==> config.mk <==
export PLATFORM = sky130hd
export DESIGN_NAME = ff_excitation_driver_flat
export DESIGN_NICKNAME = d
export VERILOG_FILES = /design/src/rtl/ff_excitation_driver_pkg.sv /design/src/rtl/ff_excitation_driver_if.sv /design/src/rtl/ff_excitation_driver_encode.sv /design/src/rtl/ff_excitation_driver.sv /design/src/flat_wrapper.sv
export SDC_FILE = /design/constraint.sdc
export NUM_CORES = 1
export LEC_CHECK = 0
export CORE_MARGIN = 4
export CORE_UTILIZATION = 48
export CTS_BUF_LIST = sky130_fd_sc_hd__clkbuf_2 sky130_fd_sc_hd__clkbuf_4 sky130_fd_sc_hd__clkbuf_8
export DETAILED_ROUTE_END_ITERATION = 12
export GPL_ROUTABILITY_DRIVEN = 0
export PLACE_DENSITY_LB_ADDON = 0.05
export SYNTH_ARGS = -nofsm -noshare
export SYNTH_HDL_FRONTEND = slang
export SYNTH_SLANG_ARGS = --single-unit
==> constraint.sdc <==
create_clock -name clk -period 2.45 [get_ports clk]
set_input_delay 0.49 -clock clk [delete_from_list [all_inputs] [get_ports clk]]
set_output_delay 0.49 -clock clk [all_outputs]
set_load 0.005 [all_outputs]
==> src/rtl/ff_excitation_driver_pkg.sv <==
// Shared types for the flip-flop excitation driver.
//   mode_e  : flop family selected for a transaction (D, T, SR, JK)
//   state_e : driver sequencing state (IDLE -> DRIVE -> CHECK)
package ff_exc_pkg;

  typedef enum logic [1:0] {
    MODE_D  = 2'd0,
    MODE_T  = 2'd1,
    MODE_SR = 2'd2,
    MODE_JK = 2'd3
  } mode_e;

  typedef enum logic [1:0] {
    IDLE  = 2'd0,
    DRIVE = 2'd1,
    CHECK = 2'd2
  } state_e;

endpackage

==> src/rtl/ff_excitation_driver_if.sv <==
// Target-word handshake between a sequence source and the excitation driver.
//   mode      : flop family for the word (sampled on accept)
//   tgt_valid : source offers a target word
//   tgt_ready : driver can take a word
//   tgt_data  : desired flop-bank state after the transaction
interface ff_excitation_driver_if
  import ff_exc_pkg::*;
#(
  parameter int WIDTH = 4
) ();

  mode_e            mode;
  logic             tgt_valid;
  logic             tgt_ready;
  logic [WIDTH-1:0] tgt_data;

  modport master (output mode, output tgt_valid, output tgt_data, input tgt_ready);
  modport slave  (input mode, input tgt_valid, input tgt_data, output tgt_ready);

endinterface

==> src/rtl/ff_excitation_driver_encode.sv <==
// Per-lane excitation table: from present state c, next state n and the flop
// family, produce the D/T/S/R/J/K inputs for one flop lane.
//   c, n   : present / desired state of the lane
//   drive  : high only in the cycle the excitation is to be applied
//   mode   : flop family
//   d..k   : excitation outputs; when not driving (or not selected) every
//            bus holds the flop: d follows c, the others are 0.
// Don't-care entries of the SR/JK tables are resolved to 0, which also
// guarantees s and r are never high together.
module ff_exc_encode
  import ff_exc_pkg::*;
(
  input  logic  c,
  input  logic  n,
  input  logic  drive,
  input  mode_e mode,
  output logic  d,
  output logic  t,
  output logic  s,
  output logic  r,
  output logic  j,
  output logic  k
);

  always_comb begin
    d = c;
    t = 1'b0;
    s = 1'b0;
    r = 1'b0;
    j = 1'b0;
    k = 1'b0;
    if (drive) begin
      case (mode)
        MODE_D:  d = n;
        MODE_T:  t = c ^ n;
        MODE_SR: begin
          s = ~c & n;
          r = c & ~n;
        end
        MODE_JK: begin
          j = ~c & n;
          k = c & ~n;
        end
        default: ;
      endcase
    end
  end

endmodule

==> src/rtl/ff_excitation_driver.sv <==
// Excitation driver for a bank of WIDTH external flops.
// Accepts a target word, drives the excitation for the chosen flop family
// for one cycle, then compares the bank's q feedback against the target and
// keeps a saturating count of failed checks.
//   clk            : rising-edge clock shared with the driven flops
//   reset          : asynchronous, active-low
//   tgt            : target handshake (slave side)
//   d,t,s,r,j,k    : excitation buses, one per flop family
//   q_fb           : actual q of the driven flops
//   chk_en         : enable the comparison in CHECK
//   mismatch       : high during a CHECK cycle whose comparison fails
//   mismatch_lanes : q_fb ^ target from the last enabled check, held
//   err_cnt        : saturating failed-check count
module ff_excitation_driver
  import ff_exc_pkg::*;
#(
  parameter int WIDTH = 4,
  parameter int CNT_W = 8
) (
  input  logic                 clk,
  input  logic                 reset,
  ff_excitation_driver_if.slave tgt,
  output logic [WIDTH-1:0]     d,
  output logic [WIDTH-1:0]     t,
  output logic [WIDTH-1:0]     s,
  output logic [WIDTH-1:0]     r,
  output logic [WIDTH-1:0]     j,
  output logic [WIDTH-1:0]     k,
  input  logic [WIDTH-1:0]     q_fb,
  input  logic                 chk_en,
  output logic                 mismatch,
  output logic [WIDTH-1:0]     mismatch_lanes,
  output logic [CNT_W-1:0]     err_cnt
);

  function automatic logic [CNT_W-1:0] sat_inc(input logic [CNT_W-1:0] v);
    return (&v) ? v : v + {{(CNT_W-1){1'b0}}, 1'b1};
  endfunction

  state_e           state_q;
  state_e           state_d;
  logic [WIDTH-1:0] tgt_q;
  mode_e            mode_q;
  logic [WIDTH-1:0] mirror;
  logic             accept;
  logic             drive_en;
  logic             chk_fail;

  // Ready is gated by reset so nothing can be accepted while reset is held.
  assign tgt.tgt_ready = reset && (state_q == IDLE);
  assign accept        = tgt.tgt_valid && tgt.tgt_ready;
  assign drive_en      = (state_q == DRIVE);
  assign chk_fail      = (state_q == CHECK) && chk_en && (q_fb != tgt_q);
  assign mismatch      = chk_fail;

  always_comb begin
    state_d = state_q;
    case (state_q)
      IDLE:    if (accept) state_d = DRIVE;
      DRIVE:   state_d = CHECK;
      CHECK:   state_d = IDLE;
      default: state_d = IDLE;
    endcase
  end

  always_ff @(posedge clk or negedge reset) begin
    if (!reset) begin
      state_q        <= IDLE;
      tgt_q          <= '0;
      mode_q         <= MODE_D;
      mirror         <= '0;
      mismatch_lanes <= '0;
      err_cnt        <= '0;
    end else begin
      state_q <= state_d;
      if (accept) begin
        tgt_q  <= tgt.tgt_data;
        mode_q <= tgt.mode;
      end
      // The flops take the target at the edge closing DRIVE.
      if (state_q == DRIVE) mirror <= tgt_q;
      if (state_q == CHECK) begin
        // Resync to what the hardware really holds, so a failed lane does not
        // skew the excitation of the next transaction.
        mirror <= q_fb;
        if (chk_en) mismatch_lanes <= q_fb ^ tgt_q;
        if (chk_fail) err_cnt <= sat_inc(err_cnt);
      end
    end
  end

  for (genvar i = 0; i < WIDTH; i++) begin : g_lane
    ff_exc_encode u_enc (
      .c     (mirror[i]),
      .n     (tgt_q[i]),
      .drive (drive_en),
      .mode  (mode_q),
      .d     (d[i]),
      .t     (t[i]),
      .s     (s[i]),
      .r     (r[i]),
      .j     (j[i]),
      .k     (k[i])
    );
  end

endmodule
==> src/flat_wrapper.sv <==
// flat-port wrapper written by rule: the top's interface ports become plain ports
module ff_excitation_driver_flat import ff_exc_pkg::*;
#(
  parameter int WIDTH = 4,
  parameter int CNT_W = 8
)
  (clk, reset, d, t, s, r, j, k, q_fb, chk_en, mismatch, mismatch_lanes, err_cnt, tgt_mode, tgt_tgt_valid, tgt_tgt_data, tgt_tgt_ready);
  ff_excitation_driver_if #(.WIDTH(WIDTH)) tgt_i ();
  input  logic clk;
  input  logic reset;
  output logic [WIDTH-1:0] d;
  output logic [WIDTH-1:0] t;
  output logic [WIDTH-1:0] s;
  output logic [WIDTH-1:0] r;
  output logic [WIDTH-1:0] j;
  output logic [WIDTH-1:0] k;
  input  logic [WIDTH-1:0] q_fb;
  input  logic chk_en;
  output logic mismatch;
  output logic [WIDTH-1:0] mismatch_lanes;
  output logic [CNT_W-1:0] err_cnt;
  input wire logic [$bits(tgt_i.mode)-1:0] tgt_mode;
  input wire logic [$bits(tgt_i.tgt_valid)-1:0] tgt_tgt_valid;
  input wire logic [$bits(tgt_i.tgt_data)-1:0] tgt_tgt_data;
  output wire logic [$bits(tgt_i.tgt_ready)-1:0] tgt_tgt_ready;
  assign tgt_i.mode = tgt_mode;
  assign tgt_i.tgt_valid = tgt_tgt_valid;
  assign tgt_i.tgt_data = tgt_tgt_data;
  assign tgt_tgt_ready = tgt_i.tgt_ready;
  ff_excitation_driver #(.WIDTH(WIDTH), .CNT_W(CNT_W)) u_core (.clk(clk), .reset(reset), .tgt(tgt_i), .d(d), .t(t), .s(s), .r(r), .j(j), .k(k), .q_fb(q_fb), .chk_en(chk_en), .mismatch(mismatch), .mismatch_lanes(mismatch_lanes), .err_cnt(err_cnt));
endmodule
---- Yosys cells after proc, flatten, opt, wreduce, memory -nomap -nowiden ----
Index checks and enable logic that the tools add are counted.
operators by class
  equal/unequal tests ..................... 7
  reduce and logical (&&, ||, !) cells .... 10
  add/subtract/negate cells ............... 1
  bitwise operators ....................... 22
  muxes and demuxes ....................... 52
operators with widths
  operator             count
  $mux 1               48
  $not 1->1            9
  $add 8x1->8 const B  1
  $and 1x1->1          8
  $mux 4               2
  $reduce_and 8->1     1
  $eq 2x2->1 const B   3
  $eq 2x1->1 const B   2
  $logic_and 1x1->1    4
  $logic_not 2->1      2
  $ne 4x4->1           1
  $pmux 2 s2           1
  $xor 1x1->1          4
  $xor 4x4->4          1
  $reduce_and 3->1     1
  $mux 2               1
  $ne 2x1->1 const B   1
  $reduce_and 2->1     1
  $reduce_bool 2->1    1
word-level totals
  input bits .............................. 14
  bits in registers ....................... 24
  output and inout port bits .............. 38
  logic and storage cells ................. 98

---- Longest topological paths before layout ----
Gate-level depths: netlist of the first run.
  depth in word-level cells ............... 5
  depth in mapped cells ................... 7
  depth with buffers taken out ............ 6

---- Modules after synthesis ----
A second synthesis of the first run with hierarchy kept.
unflattened totals
  cell total of the unflattened synthesis .. 156
  area, all modules ....................... 1549.0 µm²
modules (own cells, without submodules)
  module                cells each  seq. area each (µm²)  times used  area an instance (µm²)
  ff_excitation_driver  96          600.6                 1           1148.6
  ff_exc_encode         15          0.0                   4           100.1

---- Least setup slack after synthesis of the first run ----
OpenSTA, ideal clock, no wires.
  path kind ............................... flip-flop to output port
  start point ............................. reg u_core.state_q[1]
  end point ............................... out d[0]
  path slack .............................. 0.589 ns
  arrival ................................. 1.371 ns
  required time ........................... 1.960 ns
  stages on the path, launching flop included .. 7
  buffers on the path ..................... 1
  cell sequence ........................... dfrtp_1 -> inv_1 -> ha_1 -> nor3b_1 -> nand2_1 -> o21ai_0 -> buf_4
between the ends
  longest elaborated chain between the ends .. 2
RTL lines
  what                    line                               RTL
  from (decl)             ff_excitation_driver.sv:40         state_e state_q;
  from (signal assigned)  ff_excitation_driver.sv:75         state_q <= state_d;
  $eq 2x1->1              ff_excitation_driver.sv:52         assign drive_en = (state_q == DRIVE);
  $mux 1                  ff_excitation_driver_encode.sv:32  if (drive) begin
  to (decl)               flat_wrapper.sv:11                 output logic [WIDTH-1:0] d;
Every way passes these cells.

---- Worst setup path after layout of the first run ----
  start point ............................. reg u_core.state_q[1]
  end point ............................... out t[3]
between the ends
  longest elaborated chain between the ends .. 2
RTL lines
  what        line                               RTL
  $eq 2x1->1  ff_excitation_driver.sv:52
  $mux 1      ff_excitation_driver_encode.sv:32
  to (decl)   flat_wrapper.sv:12                 output logic [WIDTH-1:0] t;
Every way passes these cells.

==> results summary, run 1 <==
The run finished with clean final reports. The number of enable flip-flop cells after synthesis is 0. In the final layout, the share of cells above drive strength 1 is 0.136. The total via count in the routed design came out at 1250. For this design, the sink count on the clock tree is 24.

The floorplan step set the die width to 66.7 um. The post-route worst setup slack came out at 60.5 ps. The register share of total power came out at 0.350. The number of max-slew violations in the final report was 0. The post-synthesis compound-gate area fraction came out at 0.0561. The CTS buffer count is 3. The total number of nets in the final design came out at 242. The worst slew slack as a fraction of its limit is 0.766. The DRC violation count after routing is 0. The repair_antennas step left the layout with diodes totalling 0.

The total leakage power came out at 0.979 nW. The final design instance area without fill came out at 2140 um2. The cell family contributing the most delay on the critical path is buffers and inverters.

The kind of end point of the critical path is a primary output. The dominant combinational cell family by area after synthesis is simple AND/OR/NAND/NOR gates. The total of max-cap violations came out at 0.

Once placement finished, the instance area stood at slightly above 2000 um2. The count of pins on the block boundary is 52. The global-route usage over all layers came out at 0.166. The clock edge transition at the registers on the reported setup and hold paths came out at between 100 and 150 ps. Across the VDD grid, the largest voltage drop is 0.506 mV. The clock tree from TritonCTS is done.

The adder and majority cell fraction of the synthesized area is 0.0985. The share of total power in combinational logic is 0.555. The number of storage elements in the synthesis netlist came out at 24. The buffer levels on the longest clock path came out at 2. Of the total synthesized cell area, the portion taken by AND, OR, NAND and NOR gates is 0.198. In this run the worst path has a maximum fanout of 10.

When the netlist entered floorplanning its net count stood at just over 200. The half-perimeter wire length after placement is roughly 2.7 mm. The leading register cell type out of synthesis is sky130_fd_sc_hd__dfrtp_1. The count of antenna-violating nets left after detailed routing is 0. The setup skew after layout came out at 1.72 ps. The ratio of routed vias to standard cells is 4.81. The power density over the cells came out at 1000 nW/um2.

The min-delay analysis places its worst path in the category reg2reg. The cell sitting at the root of the clock tree is a sky130_fd_sc_hd__clkbuf_4. The total wirelength of the detailed-routed design is 3.33 mm. The proportion of synthesized area in mux cells came out at 0.0924. The total congestion overflow after global routing is 0. After layout, the design draws a total of 2.14 mW. The starting utilization of the core area is 0.495. The switching portion of total power came out at 0.396. The utilization after layout is 0.641. Traced cell by cell, the critical path runs through inv_2, ha_2, buf_6, nand3b_1, nor2_2, clkdlybuf4s50_1.

The number of distinct library cells after synthesis is 29. The measured slew at the worst slew-check pin is between 300 and 400 ps. The layout overhead on the synthesized area came out at 29.5%.

The signal arrival time at the worst endpoint came out at 1900 ps. The area of the die came out at 4440 um2. The post-route minimum period is 2390 ps. The hold violation total from the final report came out at 0.

Setup repair after global routing could not meet its margin everywhere. The number of hold buffers added after CTS was 0. The data required time at the worst endpoint came out at 1960 ps. The post-synthesis cell area is 1650 um2. The later-pin clock latency in the skew report is ~310 ps. The level count of the clock H-tree is 1. The Yosys step of the flow raised 0 warnings. The number of global-route vias before repair is 1321. The count of buffers added on input and output ports is roughly 50. The average cell area after synthesis is 9.23 um2. The detailed router finished its first iteration with 43 violations. The share of the cycle needed by the critical path after routing is 0.975.

Of the total synthesized cell area, the portion taken by XOR and XNOR cells is 0.0477. At the placement stage, the worst setup path has a slack of about 54 ps. Before antenna repair, the detailed router went through 2 iterations. The floorplan has 21 rows.

The worst path buffer plus inverter count came out at 3. The number of antenna violations at the first check in global routing is 0. In this run the vertical extent of the chip is 66.7 um. The post-detailed-route wirelength per cell is around 13 um.

For this run, the register share of the synthesized area comes to 0.364. Hold timing on the final database bottoms out at a slack of 526 ps. The share of synthesized flip-flops with an asynchronous set or reset is 1.00. Setup violations remaining at the end of the flow were counted as 0. The slowest stage cell on the critical path is sky130_fd_sc_hd__clkdlybuf4s50_1.

Internal power comes to 1.29 mW. The peak per-stage delay on the critical path is 500 ps. The share of total power dissipated in the clock network is 0.095. The class of the most critical setup path is reg2out. The kind of start point of the critical path is a flip-flop. The global-route wire length before repair came out at 5.62 mm. The core area is 3340 um2.

Static timing analysis puts the maximum clock frequency at 418 MHz. Summed over all nets, the switching power comes to between 800 and 900 uW. The synthesized netlist cell count is 179. Entering global routing, the biggest net connects 25 pins.
-- per-layer routing --
metal	GRT usage	part of all wire	up-vias
li1	-	-	629
met1	0.197	0.44	592
met2	0.296	0.51	27
met3	0.0472	0.047	2
met4	0.0330	0.0051	0
met5	0	0	-
-- registers in the layout (all words and copies together), names as in the netlist --
register and count:
u_core.err_cnt 8, u_core.mirror 4, u_core.mismatch_lanes 4, u_core.tgt_q 4
u_core.mode_q 2, u_core.state_q 2
-- path summary, 6_finish.rpt --
check,startpoint,endpoint,slack [ps],cells past startpoint
setup / recovery,u_core.state_q[1]$_DFFE_PN0P_,t[3],60,6
max in group asynchronous,reset,u_core.mismatch_lanes[3]$_DFFE_PN0P_,1620,2
setup reg to reg,u_core.state_q[0]$_DFFE_PN0P_,u_core.err_cnt[1]$_DFFE_PN0P_,650,7
min in group asynchronous,reset,u_core.tgt_q[2]$_DFFE_PN0P_,590,2
hold / removal,u_core.err_cnt[5]$_DFFE_PN0P_,u_core.err_cnt[5]$_DFFE_PN0P_,530,1
hold reg to reg,u_core.err_cnt[5]$_DFFE_PN0P_,u_core.err_cnt[5]$_DFFE_PN0P_,530,1
-- cell usage in the layout, fill, tap and decap left out, types with 3 or more instances in the layout --
master and instances:
sky130_fd_sc_hd__dfrtp_1 24, sky130_fd_sc_hd__nand2_1 17, sky130_fd_sc_hd__a21oi_1 9, sky130_fd_sc_hd__inv_1 9, sky130_fd_sc_hd__xor2_1 4, sky130_fd_sc_hd__mux2_2 8, sky130_fd_sc_hd__dlymetal6s2s_1 3, sky130_fd_sc_hd__mux2i_1 4
sky130_fd_sc_hd__o21ai_0 4, sky130_fd_sc_hd__buf_4 8, sky130_fd_sc_hd__xnor2_1 5, sky130_fd_sc_hd__clkdlybuf4s50_1 43, sky130_fd_sc_hd__dlygate4sd2_1 5, sky130_fd_sc_hd__clkbuf_4 3, sky130_fd_sc_hd__ha_1 12, sky130_fd_sc_hd__nor2_1 28
sky130_fd_sc_hd__nand3_1 4
-- cells by family after synthesis --
group,count (synthesis)
simple gates,66
flops,24
xor+xnor,9
buf+inv,39
compound gates,14
mux,14
fa+ha+maj,13
-- power groups by stage --
| stage | registers [mW] | clock network (mW) | logic (mW) |
|---|---|---|---|
| after detailed placement | 0.761 | 0 | 1.19 |
| after floorplan | 0.719 | 0 | 0.785 |
| after global routing | 0.781 | 0.233 | 1.35 |
| after global placement | 0.750 | 0 | 1.15 |
| after CTS | 0.751 | 0.216 | 1.20 |
| final | 0.750 | 0.204 | 1.19 |
-- through the flow --
step	TNS, ps	instances
after floorplan	0	179
after global placement	0	252
after detailed placement	0	252
after CTS	0	259
after global routing	-72.3	260
final	0	260
-- cells in the mapped netlist, drive strengths merged, types with 3 or more instances --
library cell / instances / area (um2)
a21oi: 9 / 45.0
xnor2: 5 / 43.8
mux2i: 4 / 40.0
dfrtp: 24 / 601
inv: 10 / 37.5
xor2: 4 / 35.0
nor2: 30 / 115
nand2: 17 / 63.8
mux2: 10 / 113
nand3: 4 / 20.0
ha: 13 / 163
o21ai: 4 / 20.0
buf: 26 / 189
clkbuf: 3 / 11.3
-- final cells by class --
type                    count  area (um2)
flip-flops and latches     24         601
clock buffers               4        36.3
multi-input cells         116         823
fillers                   311        1200
inverters                  10        37.5
well taps                  46        57.6
repair buffers             60         583
-- worst register-to-register path: cells and delay by family (launching register included) --
family          cells  cell delay (ps)
fa+ha+maj           1              200
buf+inv             2              300
flops               1              420
compound gates      1              200
simple gates        2              260
mux                 1              320
-- repair_timing --
action / CTS / global route
setup endpoints to repair: 8 / 7
hold endpoints to repair: 0 / 0
setup buffers: 3 / 1
resized for setup: 8 / 5
pin swaps: 1 / 1
(Power assumes the default switching activity.)
==> run 2, diff against run 1 <==
--- a/config.mk
+++ b/config.mk
@@ -5,12 +5,12 @@
 export SDC_FILE = /design/constraint.sdc
 export NUM_CORES = 1
 export LEC_CHECK = 0
-export CORE_MARGIN = 4
 export CORE_UTILIZATION = 48
 export CTS_BUF_LIST = sky130_fd_sc_hd__clkbuf_2 sky130_fd_sc_hd__clkbuf_4 sky130_fd_sc_hd__clkbuf_8
 export DETAILED_ROUTE_END_ITERATION = 12
 export GPL_ROUTABILITY_DRIVEN = 0
 export PLACE_DENSITY_LB_ADDON = 0.05
+export SETUP_SLACK_MARGIN = 0.05
 export SYNTH_ARGS = -nofsm -noshare
 export SYNTH_HDL_FRONTEND = slang
 export SYNTH_SLANG_ARGS = --single-unit
==> run 2 against run 1 <==
Compared with the run above: critical path depth is the same; power is 1.5% higher; wire length down 2.4%; combinational power is essentially flat; non-clock buffer count is 4 higher; highest routed layer unchanged.
==> results summary, run 2 (synthesis results as in run 1) <==
The measured slew at the worst slew-check pin was 325 ps (-23.4 ps). The setup skew after layout came out at 2.72 ps (+0.997 ps). The kind of start point of the critical path is a flip-flop.

The number of global-route vias before repair was 1148 (-13%). The layout overhead on the synthesized area is 30.5%. Setup repair after global routing left no endpoint under its margin. The ratio of routed vias to standard cells is 4.99 (+3.8%).

The worst path buffer plus inverter count was 3 (unchanged). The internal power of the cells came to 1.31 mW (+1.6%). The vertical die dimension is 60.7 um (-9.0%). The path class of the tightest hold or removal check is reg2reg. The total wirelength of the detailed-routed design came to 3.25 mm (-2.4%). The count of pins on the block boundary was 52 (unchanged). The core area is 3150 um2 (-5.5%).

The total leakage power is 0.970 nW (-0.87%). The die outline width came out at 60.7 um (-9.0%). The register share of total power came out at 0.346 (-0.004). The post-detailed-route wirelength per cell came out at 12.4 um (-3.2%). The worst hold slack came out at 525 ps (-0.492 ps).

The startpoint identified for the worst register-to-register timing path is u_core.state_q[1]$_DFFE_PN0P_. The number of max-slew violations in the final report is 0 (unchanged). The total congestion overflow after global routing came to 0 (unchanged). The half-perimeter wire length after placement came out at 2.51 mm (-6.7%). The total number of nets in the final design came out at 246 (+1.7%). The total via count in the routed design came out at 1308 (+4.6%). The highest ir drop seen on vdd came out at 0.549 mV (+8.4%). The total of max-cap violations came out at 0 (unchanged).

The hold buffer count at cts came out at 0 (unchanged). The clock edge transition at the registers on the reported setup and hold paths came out at 120 ps (about the same). The initial DRC count came out at 41 (-4.7%).

The level count of the clock H-tree came out at 1 (unchanged). The launching element of the worst setup path is u_core.state_q[1]$_DFFE_PN0P_. The highest fanout seen on the critical path is 5 (-5).

The antenna diode count was 0 (unchanged). The most common library cell in the layout ignoring fill and taps is sky130_fd_sc_hd__clkdlybuf4s50_1. The number of sinks on the clock net is 24 (unchanged). The kind of cell with the highest combined delay along the critical path is buffers and inverters. The run finished with clean final reports. The count of antenna-violating nets left after detailed routing was 0 (unchanged). The peak per-stage delay on the critical path came out at 500 ps (about the same). The CTS buffer count is 3 (unchanged). The clock tree from TritonCTS is done. The count of TritonRoute iterations in the first routing pass is 4 (+2). The worst setup path is of the reg2out kind.

The number of antenna violations at the first check in global routing came to 0 (unchanged). The number of rows in the core area came out at 20 (-4.8%). The share of the cycle needed by the critical path after routing is 0.944 (-0.0310). The worst setup path is captured at a primary output. The DRC violation count after routing is 0 (unchanged). Traced cell by cell, the critical path runs through inv_2, ha_4, buf_6, nand3b_1, nor2_1, clkdlybuf4s50_1. The largest register by flop count is u_core.err_cnt.

The area of the die came out at 3680 um2 (-17%). The share of total power in combinational logic came out at 0.559 (+0.004). The starting utilization of the core area is 0.524 (+0.0289). The post-route minimum period came out at 2310 ps (-75.8 ps). The clock share of power is 0.095 (about the same). The startpoint identified for the worst hold timing path is u_core.err_cnt[5]$_DFFE_PN0P_.

In the layout the commonest cells are sky130_fd_sc_hd__clkdlybuf4s50_1 (43), sky130_fd_sc_hd__nor2_1 (29), sky130_fd_sc_hd__dfrtp_1 (24). The power density over the cells came out at 1010 nW/um2 (+0.69%). The slowest stage cell on the critical path is sky130_fd_sc_hd__clkdlybuf4s50_1.

The quantity of I/O buffers inserted on ports is 51 (unchanged). The signal arrival time at the worst endpoint is 1820 ps (-80 ps). The largest net degree at the start of global routing came to 25 (unchanged). The switching portion of total power came out at 0.396 (-0.000761). The peak clock frequency supported by timing is 432 MHz (+3.3%). The buffer levels on the longest clock path came out at 2 (unchanged). The final setup TNS came out at 0 ps (unchanged). The later-pin clock latency in the skew report came out at 310 ps (about the same). The hold violation total from the final report was 0 (unchanged). The worst slew slack as a fraction of its limit is 0.782 (+0.0157). The switching power summed over all nets came to 860 uW (+1.3%). The cell at the root of the clock tree is sky130_fd_sc_hd__clkbuf_4.

The share of post-route cells with drive strength above 1 is 0.147 (+0.0113). The number of setup violations in the final report came out at 0 (unchanged). The flip-flop count of the largest register after layout came to 8 (unchanged). The global-route usage over all layers was 0.184 (+0.0179). The global-route wire length before repair is 5.03 mm (-11%). The data required time at the worst endpoint is 1960 ps (about the same).
-- run 2: cell types whose count changed in the layout (fill, tap and decap cells not counted), sizes merged --
cell          delta
dlymetal6s2s     -2
clkbuf           +1
buf              +4
dlygate4sd2      +1
-- run 2: per-stage QoR --
| step | cells | instance area, um2 | setup slack [ps] | total power, mW | utilization |
|---|---|---|---|---|---|
| 6_report | 262 | 2150 | 136 | 2.17 | 0.683 |
| 5_1_grt | 262 | 2150 | 36.6 | 2.38 | 0.683 |
| 2_1_floorplan | 179 | 1650 | 589 | 1.50 | - |
| 3_3_place_gp | 250 | 2050 | 75.8 | 1.89 | 0.652 |
| 4_1_cts | 259 | 2130 | 56.8 | 2.14 | 0.674 |
| 3_5_place_dp | 250 | 2050 | 66.2 | 1.92 | 0.652 |
-- run 2: path summary, 6_finish.rpt --
check	end	slack (ps)	depth (start not counted)
max in group asynchronous	u_core.state_q[0]$_DFFE_PN0P_	1640	2
worst min register to register	u_core.err_cnt[5]$_DFFE_PN0P_	530	1
min in group asynchronous	u_core.mirror[2]$_DFFE_PN0P_	580	2
worst max-delay path	t[1]	140	6
worst min-delay path	u_core.err_cnt[5]$_DFFE_PN0P_	530	1
worst max register to register	u_core.err_cnt[1]$_DFFE_PN0P_	640	8
-- run 2: power by group through the flow --
stage	sequential, mW	combinational (mW)	clock (mW)
2_1_floorplan	0.719	0.785	0
3_3_place_gp	0.747	1.14	0
3_5_place_dp	0.756	1.17	0
4_1_cts	0.746	1.18	0.212
5_1_grt	0.780	1.37	0.226
6_report	0.751	1.22	0.206
-- run 2: final cells by class --
cell class                 instances  area [um2]
sequential                        24         601
tap                               44        55.1
timing repair buffer              64         599
inverter                          10        37.5
fill                             286         998
multi-input combinational        116         826
clock buffer                       4        36.3
-- run 2: worst register-to-register path: cells and delay by family (launching register included) --
kind	cells	cell delay, ps
and+or+nand+nor	2	260
adders and majority gates	1	170
AOI/OAI and AO/OA	1	180
muxes	1	320
DFF	1	400
buffers and inverters	3	400
-- run 2: what timing repair did --
item / CTS / global route
cloned: 0 / 1
hold endpoints to repair: 0 / 0
buffers inserted: 5 / 2
setup endpoints to repair: 8 / 9
pin swaps: 3 / 1
resized for setup: 10 / 4
-- run 2: metal layers --
layer,track usage,vias up,routed length (um)
met2,0.316,32,1610
li1,-,642,-
met5,0,-,0
met3,0.0448,2,137
met4,0.0292,0,12
met1,0.240,632,1490
==> run 3, diff against run 2 <==
--- a/config.mk
+++ b/config.mk
@@ -5,7 +5,9 @@
 export SDC_FILE = /design/constraint.sdc
 export NUM_CORES = 1
 export LEC_CHECK = 0
-export CORE_UTILIZATION = 48
+export ABC_AREA = 1
+export CORE_MARGIN = 5
+export CORE_UTILIZATION = 49
 export CTS_BUF_LIST = sky130_fd_sc_hd__clkbuf_2 sky130_fd_sc_hd__clkbuf_4 sky130_fd_sc_hd__clkbuf_8
 export DETAILED_ROUTE_END_ITERATION = 12
 export GPL_ROUTABILITY_DRIVEN = 0
==> run 3 against run 2 <==
Compared with the run above: the flow now finishes with violations (negative setup slack); core utilization is 0.37 points lower; cell count grew 21%; clock-buffer cell count did not move; power grew 4.2%; critical path type unchanged.
==> results summary, run 3 <==
The run finished, with violations left. The checks that failed: negative setup slack. The DRC violation count after routing came out at 0 (unchanged). The starting utilization of the core area came out at 0.516 (-0.00738). The number of rows in the core area came out at 21 (+5.0%). Counting instances in the post-synthesis netlist gives the leading cell types as sky130_fd_sc_hd__nand2_1 (54), sky130_fd_sc_hd__inv_1 (27), sky130_fd_sc_hd__buf_4 (24), sky130_fd_sc_hd__dfrtp_1 (24). The later-pin clock latency in the skew report is 320 ps (about the same).

The number of storage elements in the synthesis netlist is 24 (unchanged). The half-perimeter wire length after placement is 2.97 mm (+18%). The post-detailed-route wirelength per cell is 12.9 um (+4.0%). The most common cell in the synthesized netlist is sky130_fd_sc_hd__nand2_1. The post-route worst setup slack is -21.9 ps (-158 ps). The number of distinct library cells after synthesis came out at 24 (-17%). The post-route minimum period is 2470 ps (+158 ps).

The portion of synthesized cell area occupied by the leading cell type was 0.343 (-0.0205). The share of the cycle needed by the critical path after routing is 1.01 (+0.0646). The total via count in the routed design was 1588 (+21%). The total leakage power is 1.19 nW (+23%). Setup repair after global routing could not meet its margin everywhere. The share of synthesized flip-flops with an asynchronous set or reset is 1.00 (unchanged). The class of the most critical setup path is reg2out. By area the synthesized netlist is led by sky130_fd_sc_hd__dfrtp_1 (34%), sky130_fd_sc_hd__nand2_1 (12%), sky130_fd_sc_hd__buf_4 (10%), sky130_fd_sc_hd__ha_1 (9.3%), sky130_fd_sc_hd__inv_1 (5.8%).

The number of setup violations in the final report is 1 (+1). The largest net degree at the start of global routing was 25 (unchanged). The buffer levels on the longest clock path came out at 2 (unchanged). The hold violation total from the final report is 0 (unchanged). The die outline width is 69.8 um (+15%). The worst slew slack as a fraction of its limit was 0.730 (-0.0516). The CTS buffer count is 3 (unchanged). STA classifies the critical path startpoint as a flip-flop.

The number of sinks on the clock net came out at 24 (unchanged). The total number of nets in the final design came out at 299 (+22%). The global-route usage over all layers came out at 0.161 (-0.0227). The biggest area contributor in the post-synthesis netlist is sky130_fd_sc_hd__dfrtp_1. The worst setup path is captured at a primary output. The total of max-cap violations came out at 0 (unchanged). The global-route wire length before repair came out at 6.55 mm (+30%).

The count of placed standard cells including taps is 303 (+21%). The measured slew at the worst slew-check pin came out at 403 ps (+78.8 ps). The layout overhead on the synthesized area is 31.6%.

The initial DRC count is 65 (+59%). The vertical die dimension came out at 69.8 um (+15%). The number of max-slew violations in the final report came out at 0 (unchanged). The utilization after layout is 0.680 (-0.00375). The most used flip-flop cell after synthesis is sky130_fd_sc_hd__dfrtp_1. The peak clock frequency supported by timing is 405 MHz (-6.4%). The total congestion overflow after global routing came to 0 (unchanged).

The count of synthesis-stage warnings from yosys came out at 0 (unchanged). The library cell used most frequently in the layout, excluding fill and tap cells, is sky130_fd_sc_hd__nand2_1. In this run the clock root is driven by a sky130_fd_sc_hd__clkbuf_4. The ratio of routed vias to standard cells was 5.01 (+0.34%). The quantity of I/O buffers inserted on ports is 51 (unchanged). The top cell types in the final layout, fill and taps aside, are sky130_fd_sc_hd__nand2_1 (54), sky130_fd_sc_hd__clkdlybuf4s50_1 (38), sky130_fd_sc_hd__inv_1 (25).

The highest ir drop seen on vdd was 0.653 mV (+19%). The clock edge transition at the registers on the reported setup and hold paths is 130 ps (about the same). The count of antenna-violating nets left after detailed routing was 0 (unchanged). The antenna diode count is 0 (unchanged). The number of global-route vias before repair came out at 1433 (+25%). The area of the die came out at 4870 um2 (+32%).

The number of antenna violations at the first check in global routing is 0 (unchanged). The share of post-route cells with drive strength above 1 was 0.148 (+0.000812). The hold buffer count at cts was 0 (unchanged). The synthesized netlist cell count is 231 (+29%).

The count of pins on the block boundary is 52 (unchanged). Ranked by flip-flop count, first place goes to u_core.err_cnt. The data required time at the worst endpoint is 1960 ps (about the same). The power density over the cells is 984 nW/um2 (-2.5%). The average cell area after synthesis came out at 7.58 um2 (-18%). The net count after synthesis is 258 (+25%). The flip-flop count of the largest register after layout came out at 8 (unchanged). The sequential cell area fraction in the yosys report came out at 0.343 (-0.0205). The number of enable flip-flop cells after synthesis is 0 (unchanged). The setup skew after layout came out at 4.08 ps (+1.36 ps). The signal arrival time at the worst endpoint is 1980 ps (+160 ps). The post-synthesis cell area is 1750 um2 (+6.0%). TritonCTS built the clock tree. The core area was 3390 um2 (+7.5%). The worst hold path belongs to the class reg2reg.

The level count of the clock H-tree came out at 1 (unchanged). The count of TritonRoute iterations in the first routing pass was 4 (unchanged). The final instance count without filler cells came to 317 (+21%). The highest fanout seen on the critical path is 7 (+2). The total wirelength of the detailed-routed design came out at 4.09 mm (+26%). The final setup TNS is -21.9 ps (-21.9 ps).
-- run 3: cell count changes in the layout (fill, tap and decap cells not counted), moves of 7 or more --
cell / change
sky130_fd_sc_hd__mux2_2: -8
sky130_fd_sc_hd__nand2_1: +37
sky130_fd_sc_hd__o21ai_0: +7
sky130_fd_sc_hd__nor3_1: +10
sky130_fd_sc_hd__nor2_1: -13
sky130_fd_sc_hd__inv_1: +16
-- run 3: final cells by class --
cell class | count | area [um2]
Inverter | 31 | 120
Timing Repair inverter | 1 | 7.51
Fill cell | 292 | 1090
Clock buffer | 4 | 36.3
Timing Repair Buffer | 63 | 599
Sequential cell | 24 | 601
Tap cell | 46 | 57.6
Multi-Input combinational cell | 148 | 882
-- run 3: timing repair --
action                     CTS  global route
setup endpoints to repair   24            18
pin swaps                    1             4
gates resized for setup     14            16
hold endpoints to repair     0             0
gates cloned                 1             0
setup buffers                5             4
-- run 3: cells by family after synthesis --
kind of cell,Yosys count,share of synthesized area
DFF,24,0.343
adders and majority gates,13,0.0929
xor gates and xnor gates,3,0.0150
AOI/OAI and AO/OA,27,0.0858
buffers and inverters,59,0.180
and+or+nand+nor,105,0.283
-- run 3: final timing paths --
| check | start | to | slack [ps] | cells after the start |
|---|---|---|---|---|
| worst max-delay path | u_core.state_q[1]$_DFFE_PN0P_ | s[3] | -20 | 5 |
| worst min-delay path | u_core.err_cnt[1]$_DFFE_PN0P_ | u_core.err_cnt[1]$_DFFE_PN0P_ | 550 | 2 |
| worst max register to register | u_core.state_q[1]$_DFFE_PN0P_ | u_core.state_q[0]$_DFFE_PN0P_ | 820 | 9 |
| worst min register to register | u_core.err_cnt[1]$_DFFE_PN0P_ | u_core.err_cnt[1]$_DFFE_PN0P_ | 550 | 2 |
| max in group asynchronous | reset | u_core.err_cnt[1]$_DFFE_PN0P_ | 1600 | 2 |
| min in group asynchronous | reset | u_core.mirror[2]$_DFFE_PN0P_ | 610 | 2 |
-- run 3: layer usage --
| metal | GRT usage | wire [um] | share of wire | up-vias |
|---|---|---|---|---|
| met1 | 0.224 | 1920 | 0.47 | 736 |
| li1 | - | - | - | 809 |
| met5 | 0 | 0 | 0 | - |
| met4 | 0.0447 | 72 | 0.018 | 0 |
| met3 | 0.0319 | 199 | 0.049 | 8 |
| met2 | 0.253 | 1900 | 0.46 | 35 |
-- run 3: power breakdown --
part | internal [mW] | leakage (nW) | switching (mW) | total, mW
clock network | 0.0909 | 0.0210 | 0.123 | 0.214
registers | 0.554 | 0.290 | 0.144 | 0.698
logic | 0.645 | 0.883 | 0.709 | 1.35
-- run 3: critical path, stage by stage (launching register included) --
cell and delay (ps):
sky130_fd_sc_hd__dfrtp_1 410, sky130_fd_sc_hd__inv_2 80, sky130_fd_sc_hd__ha_4 190, sky130_fd_sc_hd__clkinvlp_4 170, sky130_fd_sc_hd__nor3_1 250, sky130_fd_sc_hd__clkdlybuf4s50_1 550
-- run 3: per-stage QoR --
step,area [um2],power (mW),hold WS [ps],worst slack [ps]
2_1_floorplan,1750,1.47,194,693
3_3_place_gp,2140,1.87,512,107
3_5_place_dp,2140,1.89,527,90.0
4_1_cts,2240,2.20,556,-2.59
5_1_grt,2300,2.48,600,-136
6_report,2300,2.27,549,-21.9
